File: src/rtl/pipelined_ripple_carry_adder.sv
// Pipelined WIDTH-bit ripple adder/subtractor split into STAGES carry-registered
// segments, with a valid/ready handshake and a single global stall.
module pipelined_ripple_carry_adder #(
  parameter int unsigned WIDTH  = 32,
  parameter int unsigned STAGES = 4
) (
  input  logic             clk,
  input  logic             rst_n,
  input  logic             in_valid,
  output logic             in_ready,
  input  logic [WIDTH-1:0] a,
  input  logic [WIDTH-1:0] b,
  input  logic             cin,
  input  logic             sub,
  output logic             out_valid,
  input  logic             out_ready,
  output logic [WIDTH-1:0] sum,
  output logic             cout,
  output logic             overflow
);

  localparam int unsigned SEG  = WIDTH / STAGES;
  localparam int unsigned SEGP = SEG + 1;

  logic             advance;
  logic [WIDTH-1:0] b_eff;
  logic             c_first;

  logic [STAGES-1:0] v_q, v_d;
  logic [STAGES-1:0] c_q, c_d;
  logic [WIDTH-1:0]  a_q [STAGES];
  logic [WIDTH-1:0]  b_q [STAGES];
  logic [WIDTH-1:0]  s_q [STAGES];
  logic [WIDTH-1:0]  a_d [STAGES];
  logic [WIDTH-1:0]  b_d [STAGES];
  logic [WIDTH-1:0]  s_d [STAGES];
  logic              ovf_q, ovf_d;

  assign advance  = !out_valid || out_ready;
  assign in_ready = advance;
  assign b_eff    = sub ? ~b : b;
  assign c_first  = sub | cin;

  for (genvar k = 0; k < STAGES; k++) begin : g_stage
    logic [WIDTH-1:0] a_src, b_src, s_src;
    logic             c_src, v_src;
    logic [SEG:0]     seg_sum;

    if (k == 0) begin : g_head
      assign a_src = a;
      assign b_src = b_eff;
      assign s_src = '0;
      assign c_src = c_first;
      assign v_src = in_valid;
    end else begin : g_body
      assign a_src = a_q[k-1];
      assign b_src = b_q[k-1];
      assign s_src = s_q[k-1];
      assign c_src = c_q[k-1];
      assign v_src = v_q[k-1];
    end

    assign seg_sum = {1'b0, a_src[k*SEG +: SEG]} + {1'b0, b_src[k*SEG +: SEG]} + SEGP'(c_src);
    // Bits above this segment are still zero in s_src, so OR-ing in the new slice suffices.
    assign s_d[k] = s_src | (WIDTH'(seg_sum[SEG-1:0]) << (k * SEG));
    assign c_d[k] = seg_sum[SEG];
    assign v_d[k] = v_src;
    assign a_d[k] = a_src;
    assign b_d[k] = b_src;

    if (k == STAGES - 1) begin : g_tail
      assign ovf_d = (a_src[WIDTH-1] == b_src[WIDTH-1]) && (s_d[k][WIDTH-1] != a_src[WIDTH-1]);
    end
  end

  always_ff @(posedge clk or negedge rst_n) begin
    if (!rst_n) begin
      v_q   <= '0;
      c_q   <= '0;
      ovf_q <= 1'b0;
      for (int unsigned k = 0; k < STAGES; k++) begin
        a_q[k] <= '0;
        b_q[k] <= '0;
        s_q[k] <= '0;
      end
    end else if (advance) begin
      v_q   <= v_d;
      c_q   <= c_d;
      ovf_q <= ovf_d;
      for (int unsigned k = 0; k < STAGES; k++) begin
        a_q[k] <= a_d[k];
        b_q[k] <= b_d[k];
        s_q[k] <= s_d[k];
      end
    end
  end

  assign out_valid = v_q[STAGES-1];
  assign sum       = s_q[STAGES-1];
  assign cout      = c_q[STAGES-1];
  assign overflow  = ovf_q;

endmodule

File: config.mk
export PLATFORM = sky130hd
export DESIGN_NAME = pipelined_ripple_carry_adder
export DESIGN_NICKNAME = d
export VERILOG_FILES = /design/src/rtl/pipelined_ripple_carry_adder.sv
export SDC_FILE = /design/constraint.sdc
export NUM_CORES = 1
export LEC_CHECK = 0
export ABC_AREA = 1
export CORE_MARGIN = 1.5
export CORE_UTILIZATION = 45
export CTS_BUF_LIST = sky130_fd_sc_hd__clkbuf_8
export CTS_CLUSTER_SIZE = 14
export DETAILED_ROUTE_END_ITERATION = 6
export GPL_TIMING_DRIVEN = 0
export PLACE_DENSITY = 0.76
export SYNTH_ARGS = -nofsm -noshare
export SYNTH_HDL_FRONTEND = slang
export SYNTH_SLANG_ARGS = --single-unit
File: constraint.sdc
create_clock -name clk -period 2.8 [get_ports clk]
set_input_delay 0.7 -clock clk [delete_from_list [all_inputs] [get_ports clk]]
set_output_delay 0.7 -clock clk [all_outputs]
set_load 0.03 [all_outputs]
==> key figures <==
Power
  – Leak pwr: 0.00527 uW
  – Largest voltage drop on the vdd net: 0.474 mV
  – Total power: 11400 uW
  – Pwr Density: 1090 nW/um^2

Floorplan
  – Die Area: 20000 sq um
  – Effective utilization at floorplan: 46.0%
  – Std-Cell Core Area: 18800 sq um
  – Count of pins on the block boundary: 106
  – Height of the chip: 141 um
  – Die X-Extent: 141 um
  – Number of core rows: 50

Place
  – Placed wire-length estimate after detailed placement: 14.5 mm
  – Post-place setup slack: -0.457 ns
  – Last weighted congestion value of the routability-driven placer: 0.843
  – Number of buffer cells added on primary ports: 104

Final layout
  – Post-layout net count: 1237
  – Share of final-layout standard cells stronger than drive strength 1: 6.29%
  – Count of antenna diodes in the layout: 0
  – Area overhead of the layout relative to synthesis: 20.3%

Synth
  – Dominant register cell in the synthesized netlist: sky130_fd_sc_hd__dfrtp_1
  – Yosys warnings: 0
  – Proportion of netlist area held by the largest area contributor: 53.7%
  – Top post-synthesis cells by area: sky130_fd_sc_hd__dfrtp_1 54%, sky130_fd_sc_hd__nand2_1 19%, sky130_fd_sc_hd__o21ai_0 4.6%, sky130_fd_sc_hd__ha_1 4.1%, sky130_fd_sc_hd__inv_1 3.6%
  – Ranking of synthesized cells by instance count: 441 x sky130_fd_sc_hd__nand2_1, 185 x sky130_fd_sc_hd__dfrtp_1, 82 x sky130_fd_sc_hd__inv_1, 80 x sky130_fd_sc_hd__o21ai_0, 38 x sky130_fd_sc_hd__nand3_1
  – Cell with the most instances after synthesis: sky130_fd_sc_hd__nand2_1
  – Synthesized area per cell: 8.56 sq um
  – Cell area after synthesis: 8630 sq um
  – Synth unique cells: 23
  – Async set-or-reset flop fraction in the synthesized netlist: 100%
  – Sequential fraction of the synthesis area: 53.7%
  – Cell type with the largest total area after synthesis: sky130_fd_sc_hd__dfrtp_1
  – FF+latch count, synth: 185
  – Post-Synthesis Net Count: 1114
  – Number of flops mapped to enable cells by yosys: 0
  – Post-Synthesis Cells: 1008

Timing
  – Maximum operating frequency: 378 MHz
  – Minimum clock period: 2.64 ns
  – Final count of hold timing violations: 0
  – Final number of setup-violating endpoints: 0
  – Max-Slew Margin vs Limit: 58.1%
  – Final-layout worst hold slack: 0.141 ns
  – Slack of the critical path: 0.156 ns
  – Max Transition Viols Final: 0
  – Worst Max-Slew Pin Slew: 0.628 ns
  – Fin crit share: 94.4%
  – RSZ-0062 raised after global routing: false
  – Setup TNS after final layout: 0 ns
  – Layout Skew: 0.0126 ns

Worst setup path
  – Setup slack of the worst register-to-register path: 0.91 ns
  – Startpoint type of the worst setup path: primary input
  – RR Endpoint: g_stage[2].s_src[12]
  – Origin of the critical flop-to-flop path: c_q[0]
  – Max FO, Critical Path: 19
  – Worst setup path category: primary input to primary output
  – Endpoint required time on the critical path: 2.10 ns
  – CP arrival: 1.94 ns
  – Worst R2R Path Depth: 7
  – Sort of element at the end of the critical path: primary output

Hold path
  – Worst min path class: primary input to asynchronous set/reset pin

GRT
  – Pin count of the biggest net entering global routing: 122
  – Vias in the first global route: 6406
  – GR Util All Layers: 21.3%
  – Remaining Overflow, GRT: 0
  – First-pass GRT wire length: 32.7 mm
  – Antenna violations before repair: 0

CTS
  – Number of H-tree levels: 4
  – Clock Sinks: 185
  – Clock tree from TritonCTS: done
  – Worst skew pair latency: 0.47 ns
  – Worst-case clock buffer depth: 2
  – TritonCTS buffer count: 17
  – Post-CTS Setup Bufs: 0
  – Clock root buffer: sky130_fd_sc_hd__clkbuf_8
  – Clock slew seen by the registers of the worst setup and hold paths: 0.09 ns

Detailed routing
  – Remaining routing DRC violations: 0
  – 1st-iter DRT viols: 399
  – Number of vias in the routed layout: 6798
  – Pre-Repair DR Iteration Count: 5
  – Drt wl/cell: 14.6 um
  – Antenna-violating nets left: 0
  – Aggregate routed wire length: 20.2 mm
  – Mean number of vias per cell: 4.93

Flow run
  – Number of maximum-capacitance violations: 0

Status
  – Result of the run: finished clean
## kinds of logic (layout without fill, tap and decap cells)
group	after synthesis	in the layout	share of synthesized area, %
AOI/OAI and AO/OA	121	121	7.15
xor gates and xnor gates	37	37	3.76
adders and majority gates	36	36	5.92
buffers and inverters	127	263	6.80
DFF	185	185	53.7
and+or+nand+nor	502	502	22.7
## cells in the final DEF, fill, tap and decap left out, drive strengths merged, types with 6 or more instances in the layout
cell type / n
fa: 8
xor2: 8
nand2: 441
clkbuf: 31
o21ai: 98
ha: 28
clkinv: 7
nand3: 38
nand4: 6
dfrtp: 185
buf: 37
a21oi: 18
clkdlybuf4s50: 102
nor2: 15
xnor2: 29
inv: 85
## how the worst max path moves through the flow
stage,cells after the start,startpoint,to,slack (ns)
after floorplan,13,sub,c_q[0],0.34
after global placement,1,rst_n,g_stage[1].b_src[9],-6.41
after detailed placement,7,out_ready,in_ready,-0.46
after CTS,7,out_ready,in_ready,0.009
after global routing,6,out_ready,in_ready,0.11
final,6,out_ready,in_ready,0.16
## power by group
group	switching [uW]	internal (uW)	leakage, uW
Sequential	669	3850	0.00224
Combinational	3100	1940	0.00282
Clock	972	824	0.000212
## stage by stage
step | std cells | utilization [%] | instance area (sq um)
after floorplan | 1008 | - | 8630
after detailed placement | 1347 | 53.2 | 9990
after global placement | 1346 | 53.1 | 9960
after global routing | 1378 | 55.3 | 10400
after CTS | 1379 | 55.3 | 10400
final | 1378 | 55.3 | 10400
## critical path, cell delays in order
cell and delay [ns]:
sky130_fd_sc_hd__clkdlybuf4s50_1 0.50, sky130_fd_sc_hd__nor2_4 0.06, sky130_fd_sc_hd__buf_6 0.14, sky130_fd_sc_hd__inv_4 0.08, sky130_fd_sc_hd__buf_6 0.21, sky130_fd_sc_hd__clkbuf_4 0.23
## layout make-up
type | count | area [sq um]
Fill cell | 1748 | 8390
Sequential cell | 185 | 4630
Multi-Input combinational cell | 696 | 3410
Timing Repair Buffer | 105 | 1070
Inverter | 83 | 314
Clock buffer | 22 | 303
Tap cell | 234 | 293
Buffer | 43 | 265
Clock inverter | 10 | 95.1
## repair_timing
action	in CTS	in global routing
setup endpoints to repair	1	1
hold buffers	0	0
hold endpoints to repair	0	0
resized for setup	5	1
## registers in the layout, summed over array words and instances, names as in the netlist
name	count
g_stage.s_src	48
v_q	4
c_q	4
sum	32
g_stage.b_src	48
g_stage.a_src	48
overflow	1
## per-layer routing
| layer | GRT usage (%) | up-vias | share of wire, % |
|---|---|---|---|
| met1 | 29.6 | 3206 | 46 |
| met5 | 0 | - | 0 |
| met3 | 3.75 | 37 | 4.5 |
| li1 | - | 3384 | - |
| met4 | 7.00 | 0 | 2.4 |
| met2 | 34.1 | 171 | 47 |
Power figures use the tool's default switching activity.
